<file path="src/rtl/pmp_access_ctrl.sv">
// PMP access controller: round-robin arbitration of fetch/LSU requests, one PMP check per request, held response.
// Optional fault log (fault_log_clr, fault_count, last_fault_addr) is built when PMP_FAULT_LOG_EN is defined.
module pmp_access_ctrl (
  input  logic        clock,
  input  logic        reset,
  input  logic        if_req_valid,
  output logic        if_req_ready,
  input  logic [31:0] if_addr,
  input  logic        lsu_req_valid,
  output logic        lsu_req_ready,
  input  logic [31:0] lsu_addr,
  input  logic [1:0]  lsu_oper,
  input  logic [1:0]  lsu_size,
  input  logic [1:0]  priv_mode,
  output logic [31:0] pmp_addr,
  output logic [1:0]  pmp_oper,
  output logic [1:0]  pmp_size,
  output logic [1:0]  pmp_priv,
  input  logic [1:0]  pmp_permission,
  output logic        rsp_valid,
  input  logic        rsp_ready,
  output logic        rsp_src,
  output logic        rsp_fault,
  output logic [3:0]  rsp_cause,
  output logic [31:0] rsp_tval
`ifdef PMP_FAULT_LOG_EN
  ,
  input  logic        fault_log_clr,
  output logic [15:0] fault_count,
  output logic [31:0] last_fault_addr
`endif
);

  typedef enum logic [1:0] {IDLE, CHECK, RESP} state_e;

  localparam logic [1:0] OPER_READ  = 2'b00;
  localparam logic [1:0] OPER_WRITE = 2'b01;
  localparam logic [1:0] OPER_EXEC  = 2'b10;
  localparam logic [1:0] PERM_OK    = 2'b11;

  state_e      state_q, state_d;
  logic        last_lsu_q, last_lsu_d;  // 1: LSU was granted last
  logic [31:0] addr_q, addr_d;
  logic [1:0]  oper_q, oper_d;
  logic [1:0]  size_q, size_d;
  logic [1:0]  priv_q, priv_d;
  logic        src_q, src_d;
  logic [1:0]  perm_q, perm_d;

  logic grant_lsu;
  logic in_flight;
  logic is_resp;
  logic fault;

  assign grant_lsu = lsu_req_valid && (!if_req_valid || !last_lsu_q);
  assign in_flight = (state_q != IDLE);
  assign is_resp   = (state_q == RESP);
  assign fault     = (perm_q != PERM_OK);

  // NOTE: every variable gets a default before the case so no path infers a latch.
  always_comb begin
    state_d       = state_q;
    last_lsu_d    = last_lsu_q;
    addr_d        = addr_q;
    oper_d        = oper_q;
    size_d        = size_q;
    priv_d        = priv_q;
    src_d         = src_q;
    perm_d        = perm_q;
    if_req_ready  = 1'b0;
    lsu_req_ready = 1'b0;
    case (state_q)
      IDLE: begin
        if_req_ready  = if_req_valid && !grant_lsu;
        lsu_req_ready = grant_lsu;
        if (if_req_valid || lsu_req_valid) begin
          state_d    = CHECK;
          last_lsu_d = grant_lsu;
          src_d      = grant_lsu;
          priv_d     = priv_mode;
          if (grant_lsu) begin
            addr_d = lsu_addr;
            oper_d = lsu_oper[1] ? OPER_READ : lsu_oper;
            size_d = lsu_size;
          end else begin
            addr_d = if_addr;
            oper_d = OPER_EXEC;
            size_d = 2'b10;
          end
        end
      end
      CHECK: begin
        perm_d  = pmp_permission;
        state_d = RESP;
      end
      RESP: begin
        if (rsp_ready) state_d = IDLE;
      end
      default: state_d = IDLE;
    endcase
  end

  assign pmp_addr  = in_flight ? addr_q : 32'd0;
  assign pmp_oper  = in_flight ? oper_q : 2'd0;
  assign pmp_size  = in_flight ? size_q : 2'd0;
  assign pmp_priv  = in_flight ? priv_q : 2'd0;

  assign rsp_valid = is_resp;
  assign rsp_src   = is_resp && src_q;
  assign rsp_fault = is_resp && fault;
  assign rsp_tval  = (is_resp && fault) ? addr_q : 32'd0;

  // Cause follows the transaction type: instruction, load or store access fault.
  always_comb begin
    rsp_cause = 4'd0;
    if (is_resp && fault) begin
      if (!src_q)                    rsp_cause = 4'd1;
      else if (oper_q == OPER_WRITE) rsp_cause = 4'd7;
      else                           rsp_cause = 4'd5;
    end
  end

  // NOTE: sequential state uses non-blocking assignments so all flops sample pre-edge values.
  always_ff @(posedge clock) begin
    if (reset) begin
      state_q    <= IDLE;
      last_lsu_q <= 1'b0;
      addr_q     <= 32'd0;
      oper_q     <= 2'd0;
      size_q     <= 2'd0;
      priv_q     <= 2'd0;
      src_q      <= 1'b0;
      perm_q     <= 2'd0;
    end else begin
      state_q    <= state_d;
      last_lsu_q <= last_lsu_d;
      addr_q     <= addr_d;
      oper_q     <= oper_d;
      size_q     <= size_d;
      priv_q     <= priv_d;
      src_q      <= src_d;
      perm_q     <= perm_d;
    end
  end

`ifdef PMP_FAULT_LOG_EN
  logic [15:0] fault_count_q, fault_count_d;
  logic [31:0] last_fault_addr_q, last_fault_addr_d;

  always_comb begin
    fault_count_d     = fault_count_q;
    last_fault_addr_d = last_fault_addr_q;
    if (fault_log_clr) begin
      fault_count_d     = 16'd0;
      last_fault_addr_d = 32'd0;
    end else if (is_resp && rsp_ready && fault) begin
      if (fault_count_q != 16'hFFFF) fault_count_d = fault_count_q + 16'd1;
      last_fault_addr_d = addr_q;
    end
  end

  always_ff @(posedge clock) begin
    if (reset) begin
      fault_count_q     <= 16'd0;
      last_fault_addr_q <= 32'd0;
    end else begin
      fault_count_q     <= fault_count_d;
      last_fault_addr_q <= last_fault_addr_d;
    end
  end

  assign fault_count     = fault_count_q;
  assign last_fault_addr = last_fault_addr_q;
`endif

endmodule

</file>
<file path="config.mk">
export PLATFORM = sky130hd
export DESIGN_NAME = pmp_access_ctrl
export DESIGN_NICKNAME = d
export VERILOG_FILES = /design/src/rtl/pmp_access_ctrl.sv
export SDC_FILE = /design/constraint.sdc
export NUM_CORES = 1
export LEC_CHECK = 0
export CAP_MARGIN = 15
export CORE_MARGIN = 2
export CORE_UTILIZATION = 50
export CTS_BUF_LIST = sky130_fd_sc_hd__clkbuf_4 sky130_fd_sc_hd__clkbuf_8
export CTS_CLUSTER_SIZE = 28
export DETAILED_ROUTE_END_ITERATION = 12
export DONT_BUFFER_PORTS = 1
export GPL_TIMING_DRIVEN = 0
export MAX_ROUTING_LAYER = met4
export PLACE_DENSITY = 0.79
export SKIP_LAST_GASP = 1
export SYNTH_ARGS = -nofsm -noshare
export SYNTH_HDL_FRONTEND = slang
export SYNTH_SLANG_ARGS = --single-unit
export TNS_END_PERCENT = 100
</file>
<file path="constraint.sdc">
create_clock -name clock -period 1.3 [get_ports clock]
set_input_delay 0.13 -clock clock [delete_from_list [all_inputs] [get_ports clock]]
set_output_delay 0.13 -clock clock [all_outputs]
set_load 0.02 [all_outputs]
</file>
==> impl_metrics.toml <==
[routing]
wl_per_cell_um = 21.66
avgViaCountPerCell = 6.183
postRouteAntennaNets = 0
vias = 2634
postRouteWirelength_um = 9229
dr.pass1.iters = 5
drt_iter0_drc = 214
drcViolationCount = 0

[synth]
ys_ff_latch = 43
syn_area_um2 = 2576
synth_edf_count = 0
syn_nets = 377
synth_cell_type_count = 33
syn_inst = 300
yosys_warnings = 0
synthArstFlopShare_pct = 0
avgSynthCellArea_um2 = 8.587
synth-main-ff-cell = "dfxtp_1"
ys_seq_area_share_pct = 33.41

[run_status]
run_status = "finished, violations left"
violations = "hold timing, setup timing"

[critical_path]
slowest_delay_ns = 0.37
worstPathArrival_ns = 1.62
critPathCaptureType = "output pin"
crit_required_ns = 1.17
crit_fanout = 7
worstPathCellList = "nor2b_4 -> a21boi_4 -> buf_12 -> buf_12 -> and2_4"
crit_path_start_kind = "flip-flop"
cp_common_cell = "buf_12"
slowest_stage = "dfxtp_4"
crit_type = "flip-flop to output pin"

[clock_network]
htreeDepth = 2
cts.sinks = 43
clk_path_buf_depth = 2
cts_tree = "done"
cts_made_buffers = 5
clkTransAtPathRegs_ns = 0.09
clk_latency_ns = 0.30
clockRootBuffer = "clkbuf_8"

[timing]
rsz0062_at_grt = "true"
setup_viol_count_final = 116
relSlewSlack_pct = 50.53
min_period_ns = 1.749
fin_crit_sh_pct = 134.6
clock_skew_ns = 0.01327
whs_ns = -0.01255
maxSlewViolCount = 0
worst-slew-pin-transition_ns = 0.7421
setup_tns_ns = -36.85
hold_viol = 2
max_freq_mhz = 571.7
worst_slack_ns = -0.4493

[floorplanning]
ios = 156
rows = 26
coreArea_um2 = 5042
initial_core_util_pct = 51.09
fp.dieW_um = 75.78
die_area_um2 = 5743
die_y_um = 75.78

[layout]
layout.nets = 432
fin_cells = 426
drive_above_1_share_pct = 51.69
area_growth_pct = 49.25
antenna_cells = 0
utilization_pct = 76.25

[global_route]
grt_max_degree = 13
antenna_found_initial = 0
grt_first_pass_wirelength_um = 11110
first_global_vias = 2219
grt_usage_pct = 26.72
grt-ovfl-total = 0

[power_and_ir_drop]
cellLeakagePower_nw = 1.543
max-vdd-ir-drop_v = 0.0007473
pwr_density_cell_nw_per_um2 = 1100

[placement]
dp_cells = 370
place_congestion = 0.7742
portBuffers = 0
dp.final_hpwl_um = 5127
dp_slack_ns = -0.2627

[run]
drv_cap = 0

[hold_path]
worstHoldPathType = "input port to flip-flop"
[cells in the final DEF (no fill, tap or decap), drive strengths merged, types with 3 or more instances in the layout]
cell | Yosys | routed
nand2b | 3 | 3
nand3 | 33 | 33
inv | 3 | 3
a21oi | 23 | 23
o21ai | 21 | 21
dfxtp | 43 | 43
and2 | 72 | 72
dlygate4sd3 | 0 | 18
a211oi | 18 | 18
a31oi | 15 | 15
nor2 | 5 | 5
buf | 18 | 43
mux2i | 19 | 19
clkbuf | 14 | 27
[metal layers]
metal	up-vias	global-route usage [%]	wire, µm
li1	1157	-	-
met1	1275	30.93	3642
met2	170	46.93	4661
met3	32	5.291	613
met4	0	7.018	312
met5	-	-	0
[flip-flops by register name, summed over array words and instances (netlist names)]
register,cells
priv_q,2
size_q,2
src_q,1
state_q,2
perm_q,2
addr_q,32
oper_q,2
[Yosys cell counts, types with 2 or more instances]
master	instances	area (µm²)
a211oi_1	7	52.55
a211oi_2	11	137.6
a21oi_1	23	115.1
a31oi_1	15	93.84
and2_1	72	450.4
buf_2	6	30.03
buf_4	4	30.03
buf_6	7	78.83
clkbuf_1	12	45.04
clkbuf_2	2	10.01
dfxtp_1	43	860.8
inv_1	3	11.26
mux2i_1	19	190.2
nand2_1	2	7.510
nand2b_1	3	18.77
nand3_1	33	165.2
nor2_1	2	7.510
o21ai_1	21	105.1
[critical path: cells and delay by family, from the launching register on]
kind	cells	cell delay, ns
flops	1	0.37
simple gates	2	0.40
compound gates	1	0.27
buf+inv	2	0.28
[cell families (layout without fill, tap and decap cells)]
family	count (synthesis)	in the layout	share of synthesized area [%]
AO/OA/AOI/OAI	80	80	21.18
buffers and inverters	35	91	8.548
flip-flops	43	43	33.41
multiplexers	19	19	7.382
other	1	1	0.1456
AND/OR/NAND/NOR	122	122	29.34
[metrics by stage]
| step | power, W | area, µm² |
|---|---|---|
| after floorplan | 0.002374 | 2655 |
| after global placement | 0.002544 | 2743 |
| after detailed placement | 0.002568 | 2743 |
| after CTS | 0.003886 | 3448 |
| after global routing | 0.004403 | 3845 |
| final | 0.004229 | 3845 |
[power by group]
group	switching (W)	internal (W)
Combinational	0.000827	0.000843
Clock	0.000460	0.000506
Sequential	0.000135	0.00146
Total	0.00142	0.00281
[cell type report]
type | instances | area [µm²]
Inverter | 3 | 13.76
Buffer | 28 | 290.3
Sequential cell | 43 | 869.6
Fill cell | 352 | 1197
Timing Repair Buffer | 52 | 691.9
Tap cell | 70 | 87.58
Clock buffer | 8 | 103.9
Multi-Input combinational cell | 222 | 1788
[path summary, 6_finish.rpt]
path / startpoint / endpoint / slack (ns) / depth (start not counted)
hold reg to reg: priv_q[0] / priv_q[0] / 0.47 / 2
setup reg to reg: state_q[1] / addr_q[13] / -0.29 / 8
setup / recovery: state_q[0] / rsp_tval[30] / -0.45 / 5
hold / removal: if_addr[31] / addr_q[31] / -0.01 / 2
[timing repair]
| item | CTS | global route |
|---|---|---|
| pin swaps | 6 | 30 |
| resized for setup | 117 | 51 |
| hold buffers | 15 | 3 |
| buffers inserted | 17 | 6 |
| endpoints found under the hold margin | 13 | 3 |
| cloned | 4 | 7 |
| endpoints found under the setup margin | 109 | 117 |
No activity file was read; power rests on OpenSTA's default activity.
